File: config.mk
export PLATFORM = sky130hd
export DESIGN_NAME = uart_txq
export DESIGN_NICKNAME = d
export VERILOG_FILES = /design/src/rtl/fifo_ram.sv /design/src/rtl/uart_txq.sv
export SDC_FILE = /design/constraint.sdc
export NUM_CORES = 1
export LEC_CHECK = 0
export CORE_MARGIN = 2
export CORE_UTILIZATION = 35
export DETAILED_ROUTE_END_ITERATION = 10
export PLACE_DENSITY_LB_ADDON = 0.12
export SKIP_CTS_REPAIR_TIMING = 1
export SYNTH_ARGS = -nofsm -noshare
export SYNTH_HDL_FRONTEND = slang
export SYNTH_SLANG_ARGS = --single-unit
export TNS_END_PERCENT = 1
File: constraint.sdc
create_clock -name clk -period 7 [get_ports clk]
set_clock_uncertainty 0.2 [all_clocks]
set_input_delay 1.05 -clock clk [delete_from_list [all_inputs] [get_ports clk]]
set_output_delay 1.05 -clock clk [all_outputs]
set_load 0.01 [all_outputs]
File: src/rtl/fifo_ram.sv
// Byte storage for the UART transmit queue.
// Synchronous write, asynchronous read; no reset so it maps to LUT RAM.
module fifo_ram #(
    parameter int DEPTH_LOG2 = 4
) (
    input  logic                  clk,
    input  logic                  we,
    input  logic [DEPTH_LOG2-1:0] waddr,
    input  logic [7:0]            wdata,
    input  logic [DEPTH_LOG2-1:0] raddr,
    output logic [7:0]            rdata
);

    logic [7:0] mem [2**DEPTH_LOG2];

    always_ff @(posedge clk) begin
        if (we) begin
            mem[waddr] <= wdata;
        end
    end

    assign rdata = mem[raddr];

endmodule

File: src/rtl/uart_txq.sv
// Transmit byte queue feeding uart_tx, with CTS gating,
// flush and a sticky overflow flag.
module uart_txq #(
    parameter int DEPTH_LOG2 = 4
) (
    input  logic                clk,
    input  logic                reset,
    input  logic [7:0]          wr_byte_i,
    input  logic                wr_en_i,
    input  logic                flush_i,
    input  logic                cts_en_i,
    input  logic                cts_i,
    output logic [7:0]          tx_byte_o,
    output logic                tx_en_o,
    input  logic                tx_ready_i,
    output logic                full_o,
    output logic                empty_o,
    output logic [DEPTH_LOG2:0] level_o,
    output logic                ovf_o,
    input  logic                ovf_clr_i
);

    localparam int AW = DEPTH_LOG2;

    logic [AW:0] wr_ptr;
    logic [AW:0] rd_ptr;
    logic        wr_ok;
    logic        ovf_set;
    logic        cts_ok;

    assign empty_o = (wr_ptr == rd_ptr);
    assign full_o  = (wr_ptr[AW] != rd_ptr[AW]) &&
                     (wr_ptr[AW-1:0] == rd_ptr[AW-1:0]);
    assign level_o = wr_ptr - rd_ptr;

    assign cts_ok  = cts_i | ~cts_en_i;
    assign tx_en_o = ~empty_o & tx_ready_i & cts_ok & ~flush_i;

    // Fullness is judged before any same-cycle pop, so a write
    // racing a pop on a full queue is still dropped.
    assign wr_ok   = wr_en_i & ~full_o & ~flush_i;
    assign ovf_set = wr_en_i & full_o & ~flush_i;

    always_ff @(posedge clk or posedge reset) begin
        if (reset) begin
            wr_ptr <= '0;
            rd_ptr <= '0;
        end else if (flush_i) begin
            rd_ptr <= wr_ptr;
        end else begin
            if (wr_ok) begin
                wr_ptr <= wr_ptr + 1'b1;
            end
            if (tx_en_o) begin
                rd_ptr <= rd_ptr + 1'b1;
            end
        end
    end

    // A new overflow takes priority over a clear in the same cycle.
    always_ff @(posedge clk or posedge reset) begin
        if (reset) begin
            ovf_o <= 1'b0;
        end else if (ovf_set) begin
            ovf_o <= 1'b1;
        end else if (ovf_clr_i) begin
            ovf_o <= 1'b0;
        end
    end

    fifo_ram #(
        .DEPTH_LOG2(DEPTH_LOG2)
    ) u_ram (
        .clk  (clk),
        .we   (wr_ok),
        .waddr(wr_ptr[AW-1:0]),
        .wdata(wr_byte_i),
        .raddr(rd_ptr[AW-1:0]),
        .rdata(tx_byte_o)
    );

endmodule

# Word level (Yosys, flattened, before mapping)
# Memories as Yosys holds them, arrays and structs flattened.
# Cells that the tools add are included.
dict set report op_classes {
  n_addsub 3
  n_eq_ne 3
  mux 6
  bitwise_logic 12
  reduce_logical 4
}
# cell n
set op_table {}
lappend op_table {{$add 5x1->5 const B} 2}
lappend op_table {{$mux 5} 2}
lappend op_table {{$and 1x1->1} 7}
lappend op_table {{$eq 5x5->1} 1}
lappend op_table {{$sub 5x5->5} 1}
lappend op_table {{$eq 4x4->1} 1}
lappend op_table {{$mux 1} 4}
lappend op_table {{$not 1->1} 4}
lappend op_table {{$reduce_bool 2->1} 2}
lappend op_table {{$reduce_and 2->1} 1}
lappend op_table {{$logic_and 1x1->1} 1}
lappend op_table {{$ne 1x1->1} 1}
lappend op_table {{$or 1x1->1} 1}
dict set report totals {
  reg_bits 11
  mem_bits_rw 128
  inputBits 16
  output_inout_bits 17
  wordCells 32
  mem_count 1
}
# memory depth word_bits read_ports rd_clocked_by_memory_dff write_ports line_no
set memory_table {}
lappend memory_table {u_ram.mem 16 8 1 0 1 fifo_ram.sv:14} ;# logic [7:0] mem [2**DEPTH_LOG2];

# Longest topological paths before layout
dict set report logic_depth {
  depth_word 7
  ltp_mapped 9
  ltp_nobuf 7
}

# Modules after synthesis
# Synthesis repeated with hierarchy kept, for this count alone.
dict set report hier_totals {
  cells_unflattened 296
  area_unflattened_um2 5739.3
}
# mod instances cells_each area_each_um2 seq_area_each_um2
set modules_own_cells {}
lappend modules_own_cells {fifo_ram 1 221 4987.3 3843.7}
lappend modules_own_cells {uart_txq 1 75 752.0 275.3}

# Worst setup path before layout
# OpenSTA, ideal clock, no wires.
dict set report synth_timing {
  kind {reg2reg}
  startpoint {register rd_ptr[1]}
  endpoint {memory u_ram.mem[0][0], enable pin}
  setup_ns 0.383
  arrival_ns 2.475
  required_ns 6.417
  slack_ns 3.942
  stages_incl_launch_ff 10
  n_path_buf 3
  period_less_slack_ns 3.058
  path_cell_list {dfrtp_1 -> buf_6 -> buf_12 -> buf_12 -> inv_1 -> ha_1 -> and4_1 -> a21oi_1 -> nand2_1 -> nor3_1}
}
dict set report synth_via {
  elab_chain_cells 7
}
# item line_no
set synth_lines {}
lappend synth_lines {{start: declaration} uart_txq.sv:26} ;# logic [AW:0] rd_ptr;
lappend synth_lines {{start signal: assignment} uart_txq.sv:49} ;# rd_ptr <= wr_ptr;
lappend synth_lines {{start signal: assignment} uart_txq.sv:55} ;# rd_ptr <= rd_ptr + 1'b1;
lappend synth_lines {{$eq 4x4->1} uart_txq.sv:33} ;# (wr_ptr[AW-1:0] == rd_ptr[AW-1:0]);
lappend synth_lines {{$logic_and 1x1->1} uart_txq.sv:32} ;# assign full_o = (wr_ptr[AW] != rd_ptr[AW]) &&
lappend synth_lines {{$not 1->1} uart_txq.sv:41} ;# assign wr_ok = wr_en_i & ~full_o & ~flush_i;
lappend synth_lines {{$and 1x1->1 (2 in series)} uart_txq.sv:41}
lappend synth_lines {{$mux 1} fifo_ram.sv:17} ;# if (we) begin
lappend synth_lines {{$mux 1 (not written as such)} fifo_ram.sv:18} ;# mem[waddr] <= wdata;
lappend synth_lines {{end: declaration} fifo_ram.sv:14}
# Every way passes these cells.

# Worst setup path after layout
dict set report layout_timing {
  startpoint {register rd_ptr[1]}
  endpoint {output tx_en_o}
}
dict set report layout_via {
  elab_chain_cells 5
}
# item line_no
set layout_lines {}
lappend layout_lines {{$eq 5x5->1} uart_txq.sv:31} ;# assign empty_o = (wr_ptr == rd_ptr);
lappend layout_lines {{$not 1->1} uart_txq.sv:37} ;# assign tx_en_o = ~empty_o & tx_ready_i & cts_ok & ~flush_i;
lappend layout_lines {{$and 1x1->1 (3 in series)} uart_txq.sv:37}
lappend layout_lines {{end: declaration} uart_txq.sv:14} ;# output logic tx_en_o,
# Every way passes these cells.

==> impl_metrics.tcl <==
set metrics [dict create \
    status "finished clean" \
    worst-setup-path-type "reg2out" \
    power_density_nw_per_um2 415 \
    cts_sinks 139 \
    numCtsBuffers 17 \
    worstPathCellList "buf_4 > inv_1 > ha_1 > nand4_1 > o211ai_2 > nor2_1 > clkdlybuf4s50_1" \
    r2r_slack_ps 2880 \
    cap_violations 0 \
    nNetsFinal 361 \
    vias_per_cell 4.94 \
    placed_area_um2 6290 \
    arrival_ps 3190 \
    hp-class "reg2reg" \
    hold_viol 0 \
    synth_top_area_share_pct 66.0 \
    start_util_pct 35.5 \
    wl_mm 12.0 \
    stdcell_count 568 \
    hold_end "ovf_o" \
    rr_worst_depth 7 \
    area_delta_synth_final_pct 17.2 \
    num_rows 47 \
    synth-async-reset-ratio_pct 7.91 \
    min_path_cells 2 \
    met3_usage_pct 3.56 \
    timing.rr.start "rd_ptr[1]" \
    power_uw 2830 \
    ant_nets 0 \
    numPortBuffers 32 \
    wire_per_inst_um 21.1 \
    num_antenna_cells 0 \
    cp_top_family "buffers and inverters" \
    hp-start "ovf_o" \
    r2r-end "u_ram.mem[2][1]" \
    slew_headroom_pct 16.9 \
    maxSlewViolCount 0 \
    yosysWarnings 0 \
    core_um2 16400 \
    dieWidth_um 133 \
    first_pass_iters 4 \
    multi_input_area_um2 1520 \
    drive_gt1_share_pct 14.7 \
    grt_max_degree 36 \
    dpl.hpwl_mm 7.66 \
    drc 0 \
    grt_pass1_wl_mm 18.2 \
    regArea_um2 4120 \
    cts_tree "yes" \
    worst_pin_slew_ps 1240 \
    stdcell_area_um2 6820 \
    grt_pass1_vias 2896 \
    p_leak_uw 0.00227 \
    synth_cell_types 37 \
    antenna_found_initial 0 \
    syn-instance-count 294 \
    grt_overflow_total 0 \
    synth.cell_area_um2 5820 \
    post-place-cells 536 \
    crit_required_ps 5750 \
    yosysTopAreaCell "edfxtp_1" \
    syn_area_per_cell_um2 19.8 \
    ys_seq_area_share_pct 70.8 \
    setup_tns_ps 0 \
    ys_seq_elements 139 \
    use_met2_pct 22.7 \
    cp-end-kind "output port" \
    grt_use_met1_pct 20.0 \
    slowest_delay_ps 550 \
    netlist_top_cells_area "edfxtp_1 (66%), mux4_1 (8.6%), mux4_2 (5.0%)" \
    cts_max_path_buffers 2 \
    synthFlopType "edfxtp_1" \
    top_usage_layer "met2" \
    fp.dieArea_um2 17700 \
    fin_crit_ps 4440 \
    io_pins 33 \
    irDropWorstVdd_mv 0.193 \
    crit_slowest_cell "dfrtp_2" \
    die_h_um 133 \
    fin_crit_sh_pct 63.4 \
    num_vias 2806 \
    drtIter0Drc 168 \
    place.gp.congestion 0.758 \
    h-tree-depth 4 \
    grt_usage_pct 14.6 \
    root_buffer "clkbuf_16" \
    rsz0062_at_grt "no" \
    crit_buf_inv 3 \
    clkTransAtPathRegs_ps 60 \
    crit_fanout 28 \
    fillers 1462 \
    clock.fmax_ghz 0.225 \
    cp-start-kind "flop" \
    synth_edf_count 128 \
    clk-insertion-delay-late_ps 410 \
    syn-num-nets 320 \
    setup_viol_count_final 0 \
]
-- cell type report --
cell class	count	area share, %
Multi-Input combinational cell	132	22.3
Sequential cell	139	60.4
Tap cell	220	4.04
Clock inverter	13	1.36
Clock buffer	19	6.35
Timing Repair Buffer	35	5.03
Inverter	10	0.550
-- flip-flops by register name (all words and copies together), names as in the netlist --
signal,cells
u_ram.mem,128
rd_ptr,5
wr_ptr,5
ovf_o,1
-- logic make-up after synthesis --
group / count (synthesis) / share of synthesized area (%)
buffers and inverters: 23 / 3.16
AND/OR/NAND/NOR: 47 / 3.87
XOR/XNOR: 11 / 1.78
AO/OA/AOI/OAI: 30 / 4.19
flip-flops: 139 / 70.8
multiplexers: 34 / 14.0
adder cells (fa/ha/maj): 10 / 2.28
-- how the worst max path moves through the flow --
stage | depth (start not counted) | startpoint | endpoint | slack, ps
after global placement | 5 | flush_i | u_ram.mem[2][1] | 2780
after detailed placement | 5 | flush_i | u_ram.mem[2][2] | 2730
after global routing | 7 | rd_ptr[1] | tx_en_o | 2340
after floorplan | 9 | rd_ptr[1] | u_ram.mem[0][0] | 3940
final | 7 | rd_ptr[1] | tx_en_o | 2560
after CTS | 7 | rd_ptr[1] | tx_en_o | 2470
-- placed cells by master, fill, tap and decap left out --
| master | instances |
|---|---|
| inv_1 | 10 |
| and4_1 | 1 |
| fa_1 | 1 |
| nand4_1 | 2 |
| o32ai_1 | 1 |
| nor2b_1 | 1 |
| clkdlybuf4s50_1 | 32 |
| nor2_1 | 18 |
| or4_1 | 2 |
| o21ai_0 | 5 |
| dfrtp_1 | 10 |
| mux4_2 | 13 |
| ha_1 | 9 |
| and2_2 | 1 |
| inv_6 | 4 |
| a21oi_1 | 3 |
| clkbuf_1 | 2 |
| xor2_1 | 3 |
| xnor2_1 | 7 |
| dfrtp_2 | 1 |
| nand3_1 | 4 |
| a211o_1 | 1 |
| clkinv_2 | 4 |
| a21o_1 | 2 |
| mux2i_1 | 2 |
| and2b_2 | 1 |
| a221o_1 | 8 |
| edfxtp_1 | 128 |
| nand2_1 | 9 |
| clkinvlp_4 | 5 |
| nor3_1 | 4 |
| mux4_1 | 19 |
| a22o_1 | 8 |
| xor2_2 | 1 |
| o2111ai_1 | 1 |
| clkbuf_16 | 17 |
| nand2b_1 | 4 |
| o211ai_2 | 1 |
| buf_4 | 3 |
-- power by group --
part	leakage [uW]	internal (uW)	switching [uW]
clock network	0.000246	453	337
logic	0.000737	503	480
registers	0.00129	976	78.0
-- per-layer routing --
metal / vias to the layer above / part of all wire, %
met5: - / 0
met4: 0 / 1.1
met3: 11 / 3.6
met2: 49 / 49
met1: 1456 / 47
li1: 1290 / -
-- through the flow --
| stage | hold slack, ps | setup WS (ps) | utilization (%) |
|---|---|---|---|
| 4_1_cts | 353 | 2470 | 41.6 |
| 6_report | 348 | 2560 | 41.6 |
| 3_5_place_dp | 344 | 2730 | 38.4 |
| 2_1_floorplan | 326 | 3940 | - |
| 3_3_place_gp | 364 | 2780 | 38.4 |
| 5_1_grt | 382 | 2340 | 41.6 |
-- synthesized netlist by cell type (all sizes together), types with 3 or more instances --
| master | n |
|---|---|
| edfxtp | 128 |
| mux4 | 32 |
| nor2 | 18 |
| dfrtp | 11 |
| inv | 10 |
| ha | 9 |
| nand2 | 9 |
| a221o | 8 |
| a22o | 8 |
| xnor2 | 7 |
| buf | 6 |
| clkbuf | 5 |
| o21ai | 5 |
| nand2b | 4 |
| nand3 | 4 |
| nor3 | 4 |
| xor2 | 4 |
| a21oi | 3 |
-- worst reg2reg max path: cells and delay by family (launching register included) --
| family | cells | cell delay [ps] |
|---|---|---|
| compound gates | 1 | 530 |
| fa+ha+maj | 1 | 350 |
| buf+inv | 2 | 670 |
| flops | 1 | 550 |
| simple gates | 3 | 1430 |
No activity file was read; power rests on OpenSTA's default activity.
==> RTL edit: new RTL, same settings <==
`DEPTH_LOG2` is set to 4 in 2 places; all go to 2.
--- a/src/rtl/fifo_ram.sv
+++ b/src/rtl/fifo_ram.sv
@@ -1,7 +1,7 @@
 // Byte storage for the UART transmit queue.
 // Synchronous write, asynchronous read; no reset so it maps to LUT RAM.
 module fifo_ram #(
-    parameter int DEPTH_LOG2 = 4
+    parameter int DEPTH_LOG2 = 2
 ) (
     input  logic                  clk,
     input  logic                  we,
--- a/src/rtl/uart_txq.sv
+++ b/src/rtl/uart_txq.sv
@@ -1,7 +1,7 @@
 // Transmit byte queue feeding uart_tx, with CTS gating,
 // flush and a sticky overflow flag.
 module uart_txq #(
-    parameter int DEPTH_LOG2 = 4
+    parameter int DEPTH_LOG2 = 2
 ) (
     input  logic                clk,
     input  logic                reset,
Ports: changed (resized level_o); port bits go from 33 to 31. No check against the original RTL was run, so the function may have changed too.
==> RTL edit against the original RTL <==
- worst setup slack improved by 750 ps
- wire length is 78% lower
- largest cell class unchanged
- area after synthesis down 71%
- sequential cell count decreased by 100
- utilization grew 3.9 points
- die area fell by 70%
- final cell count is 68% lower
- fmax increased by 20%
- final area decreased by 69%
- clock power fell by 82%
- total power is 70% lower
==> RTL edit: results (changes against the original RTL) <==
H-tree levels: 2 (was 4)
EDFF count, synth: 32 (was 128)
Yosys warnings: 0 (unchanged)
reg2reg setup slack: 4480 ps (was 2880 ps)
Worst Hold Class: flop to flop (unchanged)
placed standard-cell area: 0.002033 mm2 (was 0.006294 mm2)
Largest regs: u_ram.mem (32), rd_ptr (3), wr_ptr (3) (was u_ram.mem (128), rd_ptr (5), wr_ptr (5))
Worst Min Path Start: ovf_o (unchanged)
Critical-path top delay cell: dfrtp_1 (was dfrtp_2)
Reg clk slew, reported paths: 70 ps
multiplexer share of the synthesized area: 0.1196 (was 0.1395)
DR iter-0 viols: 58 (was 168)
number of global-route vias before repair: 850 (was 2896)
R2R depth: 4 (was 7)
fraction of registers with async set/reset: 0.1795 (was 0.07914)
Max stage delay on crit path: 660 ps (was 550 ps)
root buf cell: clkbuf_8 (was clkbuf_16)
Post-synth top cells: edfxtp_1 (32), inv_1 (8), mux4_2 (8) (was edfxtp_1 (128), mux4_1 (19), nor2_1 (18))
routed len/inst: 14.68 um (was 21.11 um)
FF-to-FF End: u_ram.mem[1][2] (was u_ram.mem[2][1])
Yosys cell types: 24 (was 37)
Clk network pwr share: 0.162 (was 0.279)
CTS buffer count: 5 (was 17)
P_leak: 0.7613 nW (was 2.271 nW)
VDD IR max: 0.2256 mV (was 0.1934 mV)
Worst-Skew Late Latency: 270 ps (was 410 ps)
First-pass DRT Iterations: 4 (unchanged)
first-pass GRT wire length: 4.209 mm (was 18.20 mm)
critical-path maximum fanout: 11 (was 28)
layout cells sized above 1: 0.1473 (was 0.1466)
Synth Area in Compound Gates: 0.03812 (was 0.04192)
Cell Int Power: 0.5759 mW (was 1.933 mW)
synth top area cells: edfxtp_1 (57%), mux4_2 (11%), dfrtp_1 (10%), ha_1 (5.2%), inv_1 (1.8%) (was edfxtp_1 (66%), mux4_1 (8.6%), mux4_2 (5.0%), dfrtp_1 (4.7%), ha_1 (1.9%))
initial antenna violation count: 0 (unchanged)
Ant. Diodes: 0 (unchanged)
reg-to-reg startpoint: rd_ptr[1] (unchanged)
Top delay family on crit path: buffers and inverters (unchanged)
Hold Path Cell Cnt: 2 (unchanged)
largest net degree at the start of global routing: 13 (was 36)
Slew headroom: 0.5495 (was 0.1686)
final estimated routing congestion in global placement: 0.7245 (was 0.7576)
port bufs: 30 (was 32)
synthesized net count: 117 (was 320)
outcome: complete, no violations (unchanged)
Crit path arrival time: 2440 ps (was 3190 ps)
Adder-Cell Fraction of Synth Area: 0.06428 (was 0.02279)
Final nets: 152 (was 361)
sequential fraction of the synthesis area: 0.6786 (was 0.7077)
Reg power frac: 0.401 (was 0.373)
hold endpoint: ovf_o (unchanged)
Post-Synth XOR/XNOR Area: 0.03587 (was 0.01784)
Max Root-Sink Buffers: 2 (unchanged)
vias per inst: 4.601 (was 4.940)
GRT Overall Usage: 0.1118 (was 0.1456)
worst hold slack: 346.1 ps (was 348.3 ps)
-- RTL edit: cell type report --
type,count,area [um2]
timing repair buffer,30,300.3
inverter,8,30.03
sequential,39,1136
clock inverter,2,12.51
tap,54,67.56
fill,418,2542
clock buffer,6,72.57
multi-input combinational,44,499.2
-- RTL edit: how the worst max path moves through the flow --
stage / end / startpoint / cells past startpoint / slack [ps]
floorplan: tx_en_o / rd_ptr[1] / 6 / 4180
global placement: tx_en_o / cts_i / 5 / 3340
detailed placement: tx_en_o / cts_i / 5 / 3320
CTS: level_o[2] / rd_ptr[0] / 5 / 3250
global route: level_o[2] / rd_ptr[0] / 5 / 3120
finish: tx_en_o / rd_ptr[1] / 6 / 3310
-- RTL edit: logic make-up (layout without fill, tap and decap cells) --
logic type      after synthesis  in the layout
simple gates                 13             13
buf+inv                      10             46
xor+xnor                      6              6
fa+ha+maj                     8              8
flops                        39             39
compound gates                7              7
mux                          10             10
-- RTL edit: metrics by stage --
step           total power [mW]  setup WS [ps]  instances
6_report                 0.8600           3310        183
5_1_grt                  0.9132           3125        183
4_1_cts                  0.8754           3247        183
3_5_place_dp             0.7340           3321        175
3_3_place_gp             0.7321           3344        175
2_1_floorplan            0.5579           4185         93
-- RTL edit: layer usage --
| metal | vias up | part of all wire | global-route usage |
|---|---|---|---|
| met3 | 2 | 0.029 | 0.04144 |
| met1 | 414 | 0.48 | 0.1456 |
| met5 | - | 0 | 0 |
| li1 | 414 | - | - |
| met4 | 0 | 0.0086 | 0.04321 |
| met2 | 12 | 0.48 | 0.1702 |
-- RTL edit: worst register-to-register path, delay by kind of cell, from the launching register on --
family | cells | cell delay, ps
AOI/OAI and AO/OA | 1 | 260
adders and majority gates | 1 | 390
buffers and inverters | 1 | 170
DFF | 1 | 660
and+or+nand+nor | 1 | 480
